## config.mk

```make
export PLATFORM = sky130hd
export DESIGN_NAME = mesh_inject_arb
export DESIGN_NICKNAME = d
export VERILOG_FILES = /design/src/rtl/mesh_pkg.sv /design/src/rtl/rr_arbiter.sv /design/src/rtl/mesh_inject_arb.sv
export SDC_FILE = /design/constraint.sdc
export NUM_CORES = 1
export LEC_CHECK = 0
export BUFFER_PORTS_ARGS = -buffer_cell sky130_fd_sc_hd__buf_2
export CORE_MARGIN = 1
export CORE_UTILIZATION = 53
export DETAILED_ROUTE_END_ITERATION = 6
export PLACE_DENSITY_LB_ADDON = 0.15
export REMOVE_ABC_BUFFERS = 1
export SLEW_MARGIN = 25
export SYNTH_ARGS = -nofsm -noshare
export SYNTH_HDL_FRONTEND = slang
export SYNTH_SLANG_ARGS = --single-unit
```

## constraint.sdc

```tcl
create_clock -name clk -period 2 [get_ports clk]
set_input_delay 0.3 -clock clk [delete_from_list [all_inputs] [get_ports clk]]
set_output_delay 0.3 -clock clk [all_outputs]
set_load 0.05 [all_outputs]
```

## src/rtl/mesh_pkg.sv

```systemverilog
// Shared mesh definitions: flit width, default packet length and the
// injection FSM state encoding.
package mesh_pkg;

    localparam int unsigned FLIT_WIDTH = 4;
    localparam int unsigned PKT_FLITS  = 2;

    typedef enum logic [1:0] {
        IDLE = 2'd0,
        SEND = 2'd1,
        GAP  = 2'd2
    } inject_state_t;

endpackage

```

## src/rtl/rr_arbiter.sv

```systemverilog
// Combinational round-robin picker: first set request at or after ptr,
// scanning upward with wrap. Reused by every mesh boundary injector.
module rr_arbiter #(
    parameter int unsigned NUM_REQ  = 4,
    parameter int unsigned ID_WIDTH = 2
) (
    input  logic [NUM_REQ-1:0]  req,
    input  logic [ID_WIDTH-1:0] ptr,
    output logic [NUM_REQ-1:0]  grant,
    output logic [ID_WIDTH-1:0] grant_id,
    output logic                valid
);

    int unsigned sel;

    // Upper pass covers [ptr, NUM_REQ), lower pass handles the wrap.
    always_comb begin
        sel   = 0;
        valid = 1'b0;
        for (int unsigned j = 0; j < NUM_REQ; j++) begin
            if (!valid && req[j] && (j >= 32'(ptr))) begin
                sel   = j;
                valid = 1'b1;
            end
        end
        for (int unsigned j = 0; j < NUM_REQ; j++) begin
            if (!valid && req[j]) begin
                sel   = j;
                valid = 1'b1;
            end
        end
        grant    = valid ? (NUM_REQ'(1) << sel) : '0;
        grant_id = ID_WIDTH'(sel);
    end

endmodule

```

## src/rtl/mesh_inject_arb.sv

```systemverilog
// Packet-locked round-robin injector sharing one mesh boundary input port
// among NUM_REQ spike sources, with back-pressure from the cell's full flag.
module mesh_inject_arb #(
    parameter int unsigned NUM_REQ      = 4,
    parameter int unsigned FLIT_WIDTH   = mesh_pkg::FLIT_WIDTH,
    parameter int unsigned PKT_FLITS    = mesh_pkg::PKT_FLITS,
    parameter int unsigned REQ_ID_WIDTH = 2,
    parameter int unsigned CNT_WIDTH    = 16
) (
    input  logic                          clk,
    input  logic                          rst_n,
    input  logic [NUM_REQ-1:0]            req,
    input  logic [NUM_REQ*FLIT_WIDTH-1:0] flit_in,
    output logic [NUM_REQ-1:0]            flit_ack,
    input  logic                          port_full,
    output logic [FLIT_WIDTH-1:0]         port_data,
    output logic                          port_en,
    output logic [REQ_ID_WIDTH-1:0]       grant_id,
    output logic                          busy,
    output logic [CNT_WIDTH-1:0]          pkt_cnt
);

    import mesh_pkg::*;

    localparam int unsigned FCNT_W = (PKT_FLITS > 1) ? $clog2(PKT_FLITS) : 1;
    localparam logic [FCNT_W-1:0]       LAST_FLIT = FCNT_W'(PKT_FLITS - 1);
    localparam logic [REQ_ID_WIDTH-1:0] LAST_REQ  = REQ_ID_WIDTH'(NUM_REQ - 1);

    inject_state_t             state, state_nxt;
    logic [REQ_ID_WIDTH-1:0]   grant_id_nxt;
    logic [NUM_REQ-1:0]        grant_oh, grant_oh_nxt;
    logic [REQ_ID_WIDTH-1:0]   rr_ptr, rr_ptr_nxt;
    logic [FCNT_W-1:0]         flit_cnt, flit_cnt_nxt;
    logic [FLIT_WIDTH-1:0]     port_data_nxt;
    logic                      port_en_nxt;
    logic [CNT_WIDTH-1:0]      pkt_cnt_nxt;

    logic [NUM_REQ-1:0]        arb_grant;
    logic [REQ_ID_WIDTH-1:0]   arb_id;
    logic                      arb_valid;
    logic [FLIT_WIDTH-1:0]     sel_flit;

    rr_arbiter #(
        .NUM_REQ  (NUM_REQ),
        .ID_WIDTH (REQ_ID_WIDTH)
    ) u_rr_arbiter (
        .req      (req),
        .ptr      (rr_ptr),
        .grant    (arb_grant),
        .grant_id (arb_id),
        .valid    (arb_valid)
    );

    // One-hot AND-OR mux of the owner's head flit.
    always_comb begin
        sel_flit = '0;
        for (int unsigned i = 0; i < NUM_REQ; i++) begin
            if (grant_oh[i]) begin
                sel_flit = sel_flit | flit_in[i*FLIT_WIDTH +: FLIT_WIDTH];
            end
        end
    end

    assign busy = (state != IDLE);

    always_ff @(posedge clk or negedge rst_n) begin
        if (!rst_n) begin
            state     <= IDLE;
            grant_id  <= '0;
            grant_oh  <= '0;
            rr_ptr    <= '0;
            flit_cnt  <= '0;
            port_data <= '0;
            port_en   <= 1'b0;
            pkt_cnt   <= '0;
        end else begin
            state     <= state_nxt;
            grant_id  <= grant_id_nxt;
            grant_oh  <= grant_oh_nxt;
            rr_ptr    <= rr_ptr_nxt;
            flit_cnt  <= flit_cnt_nxt;
            port_data <= port_data_nxt;
            port_en   <= port_en_nxt;
            pkt_cnt   <= pkt_cnt_nxt;
        end
    end

    // Port stays locked to one requester until its last flit is captured.
    always_comb begin
        state_nxt     = state;
        grant_id_nxt  = grant_id;
        grant_oh_nxt  = grant_oh;
        rr_ptr_nxt    = rr_ptr;
        flit_cnt_nxt  = flit_cnt;
        port_data_nxt = port_data;
        port_en_nxt   = 1'b0;
        pkt_cnt_nxt   = pkt_cnt;
        flit_ack      = '0;

        case (state)
            IDLE: begin
                if (arb_valid) begin
                    grant_id_nxt = arb_id;
                    grant_oh_nxt = arb_grant;
                    flit_cnt_nxt = '0;
                    state_nxt    = SEND;
                end
            end
            SEND: begin
                if (!port_full) begin
                    port_data_nxt = sel_flit;
                    port_en_nxt   = 1'b1;
                    flit_ack      = grant_oh;
                    flit_cnt_nxt  = flit_cnt + FCNT_W'(1);
                    if (flit_cnt == LAST_FLIT) begin
                        state_nxt   = GAP;
                        pkt_cnt_nxt = pkt_cnt + CNT_WIDTH'(1);
                        rr_ptr_nxt  = (grant_id == LAST_REQ) ? '0
                                                             : grant_id + REQ_ID_WIDTH'(1);
                    end
                end
            end
            GAP: begin
                state_nxt = IDLE;
            end
            default: begin
                state_nxt = IDLE;
            end
        endcase
    end

endmodule

```

==> results of run 1 <==
-- worst max-delay path: cells and delay by family, from the launching register on --
family	cells	cell delay, ps
flip-flops	1	440
buffers and inverters	2	450
AND/OR/NAND/NOR	2	360
-- cell type report --
cell class,count,area (um2),share of cell area (%)
clock buffers,6,41.3,2.17
repair buffers,52,265,13.9
inverters,2,7.51,0.395
flip-flops and latches,32,801,42.1
well taps,31,38.8,2.04
clock inverters,2,35.0,1.84
multi-input cells,102,713,37.5
-- routing by layer --
layer,wire (um),global-route usage (%),share of wire [%]
met5,0,0,0
met4,24,5.23,0.79
met3,183,7.21,6.0
met2,1430,33.4,47
met1,1410,28.3,46
-- worst max-delay path by stage --
| stage | start | end | slack, ps |
|---|---|---|---|
| after floorplan | state[1] | flit_ack[0] | 70 |
| after global placement | port_full | flit_ack[2] | 420 |
| after detailed placement | port_full | flit_ack[3] | 360 |
| after CTS | state[0] | flit_ack[3] | 70 |
| after global routing | state[0] | flit_ack[3] | 10 |
| final | state[0] | flit_ack[3] | 130 |
-- synthesized netlist by cell type (2+ instances only) --
master,n,area (um2)
nor2_1,8,30.0
nor3_4,2,32.5
a22oi_1,8,60.1
o31ai_1,3,22.5
xor2_1,3,26.3
nand4_1,4,25.0
ha_1,2,25.0
dfrtp_1,32,801
and2_1,5,31.3
and4_1,3,26.3
inv_1,2,7.51
and3_1,2,12.5
xnor2_1,12,105
nand2_1,19,71.3
nand3_1,4,20.0
a22o_1,3,26.3
o21ai_0,2,10.0
a31oi_1,4,25.0
a21o_1,2,15.0
nor3_1,2,10.0
-- stage by stage --
stage               setup slack [ps]  hold WS (ps)
global route                    14.0          48.6
CTS                             74.1          27.0
floorplan                       66.7          4.41
finish                           129          7.67
detailed placement               364           379
global placement                 419           377
-- cells by family after synthesis --
kind of cell,count (synthesis)
and+or+nand+nor,57
DFF,32
AOI/OAI and AO/OA,28
xor gates and xnor gates,15
buffers and inverters,5
adders and majority gates,2
-- power breakdown --
part           leakage, nW  switching, mW  internal, mW  total, mW
combinational        0.539          0.808         0.380       1.19
clock               0.0422          0.205         0.262      0.467
sequential           0.415          0.209         0.827       1.04
-- sequential cells by signal, indices dropped and copies added, names as in the netlist --
| register | count |
|---|---|
| pkt_cnt | 16 |
| port_en | 1 |
| flit_cnt | 1 |
| grant_id | 2 |
| state | 2 |
| rr_ptr | 2 |
| grant_oh | 4 |
| port_data | 4 |
-- repair_timing --
| item | in CTS | in global routing |
|---|---|---|
| endpoints found under the setup margin | 4 | 0 |
| resized for setup | 1 | 0 |
| endpoints found under the hold margin | 0 | 0 |
==> results.md, run 1 <==
- Status: complete, no violations
- Via count: 1267
- Worst Reg-to-Reg Cells: 5
- Final Non-Filler Cells: 227
- Worst-path clk slew: about 100 ps
- Max Root-Sink Buffers: 2
- GR Overflow Total: 0
- Tot GR Track Use: a little over a fifth
- Worst setup SP type: register
- Fraction of synthesized area in multiplexers: 0%
- Via density: 5.58
- Data required, critical path: between 1500 and 2000 ps
- Root buf cell: clkbuf_4
- Layout Skew: approximately 14 ps
- Power Density: 1410 nW/um2
- Setup TNS: 0 ps
- Setup violations, final: 0
- DP Area: approximately 1800 um2
- Post-synth ARST share: 100%
- Worst Path Max Fanout: 13
- PortBufs: 50
- Most frequent cells in the layout: 50 x buf_2, 32 x dfrtp_1, 19 x nand2_1
- Distinct cells, synth: 37
- Fin util: 69.0%
- # fillers: between 200 and 250
- Simple-gate portion of the synthesized area: 22.3%
- RSZ-0062 raised after global routing: no
- Initial antenna violation count: 0
- First-pass GRT wire length: 5090 um
- Tcrit/Tclk final: around 94%
- Worst r2r src: state[1]
- Slew Viols, Final: 0
- CTS Buf Count: 5
- Largest net degree at the start of global routing: 33
- Crit Path Category: register to primary output
- Iteration-0 DRC Markers: 49
- Lkg Pwr: roughly 1 nW
- Post-CTS Repair Setup Buffers: 0
- CTS tree: yes
- Site Rows: 19
- XOR/XNOR Fraction of Synth Area: between 8 and 9%
- Post-synth EDFFs: 0
- Post-synth top flop: dfrtp_1
- Die area: between 3000 and 4000 um2
- Max VDD drop: 1.09 mV
- Nets: 220
- R2R Setup Slk: 450 ps
- Placed insts: 219
- RR Endpoint: pkt_cnt[7]
- WL/cell: approximately 13 um
- Post-synthesis compound-gate area fraction: 13.6%
- Vias in the first global route: 1170
- Final GP Congestion: about 0.83
- Fin. Hold Viols: 0
- Max Cap Violations: 0
- Fmax: between 0.5 and 0.6 GHz
- Fin crit period: 1870 ps
- Sequential area share after synthesis: approximately 52%
- Finished Cell Area: 1900 um2
- Synth Register Bits: 32
- HP Class: input pin to async pin
- Initial core utilization: 55.9%
- Yosys warnings: 0
- CORE AREA: 2760 um2
- Synthesized area: 1540 um2
- Die Span Y: 55.9 um
- Clk sinks: 32
- Most common cell after layout, fill and taps aside: buf_2
- IO Count: a little over 50
- Max_slew headroom: 54.4%
- Gate Count Post-Synth: ~140
- Syn_area_per_cell: ~11 um2
- Dpl hpwl: ~2300 um
- Ant diodes: 0
- Post-synthesis adder-cell area fraction: under 10%
- Hold buffers post-CTS: 0
- Worst path slowest cell: dfrtp_1
- Main combinational cell family by area after synthesis: simple AND/OR/NAND/NOR gates
- Wirelength, routed: between 3000 and 4000 um
- Total design power: 2.69 mW
- CP Data Arrival Time: 1570 ps
- Synth-to-layout area growth: 23.5%
- First-pass DRT Iterations: 4
- Worst Tran Pin Value: ~700 ps
- DRC violations left: 0
- Worst setup EP type: primary output
- Worst-path cell chain: nor3b_2, buf_4, and2_1, buf_2
- H-tree levels: 2
- Clk Latency, worst-skew pair: between 300 and 400 ps
- Horiz. Die Dim: ~56 um
- ANT nets after route: 0
- Fraction of layout cells with a size suffix above 1: 34.2%
- CP peak stage delay: 440 ps
Power figures use the tool's default switching activity.
==> inputs of run 2 (changes only) <==
--- a/config.mk
+++ b/config.mk
@@ -10,7 +10,6 @@
 export CORE_UTILIZATION = 53
 export DETAILED_ROUTE_END_ITERATION = 6
 export PLACE_DENSITY_LB_ADDON = 0.15
-export REMOVE_ABC_BUFFERS = 1
 export SLEW_MARGIN = 25
 export SYNTH_ARGS = -nofsm -noshare
 export SYNTH_HDL_FRONTEND = slang
==> run 2 against run 1 <==
  * The flow now finishes with violations (negative hold slack)
  * Clock-buffer cell count did not move
  * Flip-flop and latch count did not move
  * Critical path depth fell by 1
  * Clock skew fell by 4.7 ps
  * First-iteration DRC count rose by 4.1%
  * Largest power group unchanged
  * Via count rose by 0.55%
==> results.md, run 2 (same netlist as run 1, synthesis figures left out) <==
- Status: finished, violations left
- Failing checks: negative hold slack
- DRC violations left: 0
- GR Overflow Total: 0
- HP Class: input pin to async pin
- Clk Latency, worst-skew pair: between 300 and 400 ps
- Max Cap Violations: 0
- PortBufs: 50
- CTS tree: yes
- Hold buffers post-CTS: 0
- Most common cell after layout, fill and taps aside: buf_2
- Top Registers: pkt_cnt x16, grant_oh x4, port_data x4
- Clk sinks: 32
- Most frequent cells in the layout: 50 x buf_2, 32 x dfrtp_1, 19 x nand2_1
- Fin. Hold Viols: 14
- Site Rows: 19
- Via density: 5.61
- Power Density: 1430 nW/um2
- Mapped Nets: ~160
- Worst Path Max Fanout: 5
- Max reg flops: 16
- Data required, critical path: 1700 ps
- Total design power: 2.71 mW
- CORE AREA: 2760 um2
- Horiz. Die Dim: 55.9 um
- Slew Viols, Final: 0
- Via count: 1274
- Worst setup EP type: primary output
- Final GP Congestion: about 0.86
- Setup TNS: 0 ps
- Tcrit/Tclk final: between 90% and 100%
- Initial core utilization: 55.9%
- Layout Skew: roughly 9.6 ps
- Max VDD drop: approximately 1.1 mV
- Finished Cell Area: 1900 um2
- First-pass GRT wire length: 5490 um
- ANT nets after route: 0
- Final hold slack: -4.85 ps
- Wirelength, routed: approximately 3200 um
- Ant diodes: 0
- Tot GR Track Use: a little under a quarter
- CP Data Arrival Time: 1540 ps
- Initial antenna violation count: 0
- First-pass DRT Iterations: 4
- Max Root-Sink Buffers: 2
- Pre-CTS setup slack: 388 ps
- RSZ-0062 raised after global routing: no
- Synth-to-layout area growth: 23.5%
- Lkg Pwr: about 1.0 nW
- Iteration-0 DRC Markers: roughly 50
- Reg with most FFs: pkt_cnt
- Max_slew headroom: 53.1%
- Die Span Y: between 50 and 60 um
- Final Non-Filler Cells: 227
- Fraction of layout cells with a size suffix above 1: approximately a third
- DP Area: 1820 um2
- Worst Tran Pin Value: 703 ps
- Dpl hpwl: 2350 um
- Die area: 3130 um2
- WL/cell: 14.2 um
- Root buf cell: clkbuf_4
- Crit Path Category: register to primary output
- Placed insts: 219
- # fillers: 217
- Final WS setup: 162 ps
- Setup violations, final: 0
- Fin crit period: 1840 ps
- CTS Buf Count: 5
- Nets: 220
- H-tree levels: 2
- Fmax: roughly 0.54 GHz
- Worst Reg-to-Reg Cells: 5
- Worst-path clk slew: about 110 ps
- IO Count: 51
- Worst setup SP type: register
- Largest net degree at the start of global routing: 33
- Vias in the first global route: 1243
run 2: cell counts in the layout (fill, tap and decap cells not counted):
No cell type changed its count.
run 2: cell type report:
class	count	area, um2	area share (%)
inverter	2	7.51	0.395
timing repair buffer	52	265	13.9
multi-input combinational	102	713	37.5
tap	31	38.8	2.04
sequential	32	801	42.1
clock buffer	6	41.3	2.17
clock inverter	2	35.0	1.84
run 2: final timing paths:
check                       startpoint            to  slack, ps
max                           state[1]   flit_ack[3]        160
min                              rst_n    pkt_cnt[5]         -5
max reg2reg                   state[1]    pkt_cnt[8]        390
min reg2reg                pkt_cnt[15]   pkt_cnt[15]        480
max in group asynchronous        rst_n  port_data[2]       1550
min in group clk             port_full      state[0]        250
run 2: what timing repair did:
| action | 4_1_cts | 5_1_grt |
|---|---|---|
| endpoints found under the setup margin | 0 | 4 |
| setup buffers | 0 | 0 |
| resized for setup | 0 | 1 |
run 2: worst max-delay path, cell delays in order, from the launching register on:
cell and delay [ps]:
dfrtp_1 440, nor3b_2 320, and2_1 180, buf_2 260
run 2: metrics by stage:
| stage | hold slack (ps) | util [%] |
|---|---|---|
| 2_1_floorplan | 4.41 | - |
| 6_report | -4.85 | 69.0 |
| 3_3_place_gp | 373 | 66.0 |
| 4_1_cts | 13.7 | 68.8 |
| 3_5_place_dp | 384 | 66.0 |
| 5_1_grt | 43.9 | 69.0 |
run 2: metal layers:
metal | share of wire, % | vias up | global-route usage (%)
met4 | 1.9 | 0 | 9.41
met2 | 48 | 42 | 37.5
met3 | 6.1 | 8 | 5.35
met5 | 0 | - | 0
li1 | - | 612 | -
met1 | 44 | 612 | 28.5
run 2: report_power, final:
part           internal, mW  switching [mW]  total (mW)
sequential            0.827           0.198        1.02
clock                 0.262           0.230       0.492
combinational         0.381           0.813        1.19
==> inputs of run 3 (changes only) <==
--- a/config.mk
+++ b/config.mk
@@ -9,7 +9,9 @@
 export CORE_MARGIN = 1
 export CORE_UTILIZATION = 53
 export DETAILED_ROUTE_END_ITERATION = 6
+export GPL_TIMING_DRIVEN = 0
 export PLACE_DENSITY_LB_ADDON = 0.15
+export RECOVER_POWER = 25
 export SLEW_MARGIN = 25
 export SYNTH_ARGS = -nofsm -noshare
 export SYNTH_HDL_FRONTEND = slang
==> run 3 against run 2 <==
  * The run ends with max-capacitance violations, max-slew violations left
  * Via count is 0.16% lower
  * Combinational power grew 4%
  * Non-clock buffer count rose by 2
  * Routed wire length is 2.1% lower
  * Final cell count increased by 0.88%
  * Design area is 1.8% higher
  * Global-route usage shrank 0.57 points
  * Clock skew decreased by 4.6 ps
  * Sequential power about the same
  * Core utilization rose by 1.2 points
==> results.md, run 3 (same netlist as run 1, synthesis figures left out) <==
- Setup TNS: 0 ps
- Final hold slack: 292 ps
- Clk Latency, worst-skew pair: 320 ps
- Fin. Hold Viols: 0
- Crit Path Category: register to primary output
- WL/cell: 13.8 um
- Ant diodes: 0
- Tot GR Track Use: 22.0%
- Dpl hpwl: 2250 um
- IO Count: 51
- DP Area: 1830 um2
- Top Registers: pkt_cnt x16, grant_oh x4, port_data x4
- Lkg Pwr: 1.00 nW
- Layout Skew: just over 5 ps
- ANT nets after route: 0
- Data required, critical path: 1700 ps
- Most frequent cells in the layout: 45 x buf_2, 32 x dfrtp_1, 19 x nand2_1
- Max VDD drop: 1.14 mV
- Initial core utilization: 55.9%
- CP peak stage delay: 440 ps
- Nets: between 200 and 250
- Horiz. Die Dim: ~56 um
- Crit path buffers/inverters: 2
- CP Data Arrival Time: 1550 ps
- Max Cap Violations: 1
- Worst setup EP type: primary output
- Worst setup SP type: register
- H-tree levels: 2
- Status: finished, violations left
- Site Rows: 19
- Fin util: 70.2%
- Via count: 1272
- Wirelength, routed: 3150 um
- Max Root-Sink Buffers: 2
- Slew Viols, Final: 33
- DRC violations left: 0
- Power Density: around 1400 nW/um2
- PortBufs: 50
- Via density: 5.55
- Final GP Congestion: 0.831
- First-pass DRT Iterations: 4
- Worst Tran Pin Value: roughly 1700 ps
- Root buf cell: clkbuf_4
- Fmax: 0.540 GHz
- Worst-path cell chain: nor3b_4, clkbuf_4, and2_1, clkbuf_4
- Tcrit/Tclk final: 92.7%
- GR Overflow Total: 0
- Max reg flops: 16
- Clk sinks: 32
- Failing checks: max-capacitance violations, max-slew violations
- Vias in the first global route: 1235
- Initial antenna violation count: 0
- Worst-path clk slew: 100 ps
- Finished Cell Area: 1940 um2
- Synth-to-layout area growth: 25.7%
- CTS tree: yes
- Most common cell after layout, fill and taps aside: buf_2
- Die Span Y: 55.9 um
- First-pass GRT wire length: 5380 um
- Die area: 3130 um2
- Max_slew headroom: -10.7%
- Most used cell along the critical path: clkbuf_4
- CORE AREA: 2760 um2
- Setup violations, final: 0
- Worst Path Max Fanout: 10
- Fin crit period: 1850 ps
- Fraction of layout cells with a size suffix above 1: 34.3%
- Largest net degree at the start of global routing: 33
- Iteration-0 DRC Markers: 59
- Reg with most FFs: pkt_cnt
- Hold buffers post-CTS: 0
- Total design power: ~2.8 mW
- CTS Buf Count: 5
- Mapped Nets: 164
- RSZ-0062 raised after global routing: no
- HP Class: input pin to register
- Worst path slowest cell: dfrtp_1
- Largest delay share family, worst path: flip-flops
==> run 3: cell count changes in the layout (fill, tap and decap cells not counted), sizes merged <==
cell    before  now
clkbuf       6   12
buf         52   48
==> run 3: where the power goes <==
part / internal [mW] / total, mW / switching (mW)
Sequential: 0.827 / 1.03 / 0.203
Clock: 0.262 / 0.479 / 0.217
Combinational: 0.420 / 1.24 / 0.821
==> run 3: layout make-up <==
type	instances	area, um2
fillers	200	822
flip-flops and latches	32	801
multi-input cells	102	719
repair buffers	51	267
clock buffers	6	41.3
well taps	31	38.8
clock inverters	2	35.0
plain buffers	3	26.3
inverters	2	7.51
==> run 3: what timing repair did <==
action / 4_1_cts / 5_1_grt
gates resized for setup: 2 / 5
cloned: 0 / 0
buffers inserted: 0 / 1
setup endpoints to repair: 4 / 4
==> run 3: final timing paths <==
kind / startpoint / end / slack [ps] / depth (start not counted)
hold / removal: port_full / state[0] / 290 / 3
setup reg to reg: state[1] / pkt_cnt[7] / 410 / 5
min in group asynchronous: rst_n / pkt_cnt[14] / 390 / 1
max in group asynchronous: rst_n / rr_ptr[0] / 660 / 1
setup / recovery: state[0] / flit_ack[3] / 150 / 4
hold reg to reg: pkt_cnt[14] / pkt_cnt[14] / 490 / 1
==> run 3: worst register-to-register path, delay by kind of cell, from the launching register on <==
family                 cells  cell delay (ps)
XOR/XNOR                   1              150
flip-flops                 1              440
buffers and inverters      1              190
AND/OR/NAND/NOR            3              750
==> run 3: routing by layer <==
layer | up-vias | routed length [um] | global-route usage, %
met1 | 601 | 1330 | 26.4
met2 | 44 | 1560 | 37.9
met5 | - | 0 | 0
met4 | 0 | 61 | 8.71
met3 | 6 | 202 | 5.81
li1 | 621 | - | -
==> run 3: per-stage QoR <==
stage	instances	setup WS, ps
after global routing	229	28.6
after detailed placement	220	189
after floorplan	139	316
after global placement	220	211
final	229	147
after CTS	228	23.2
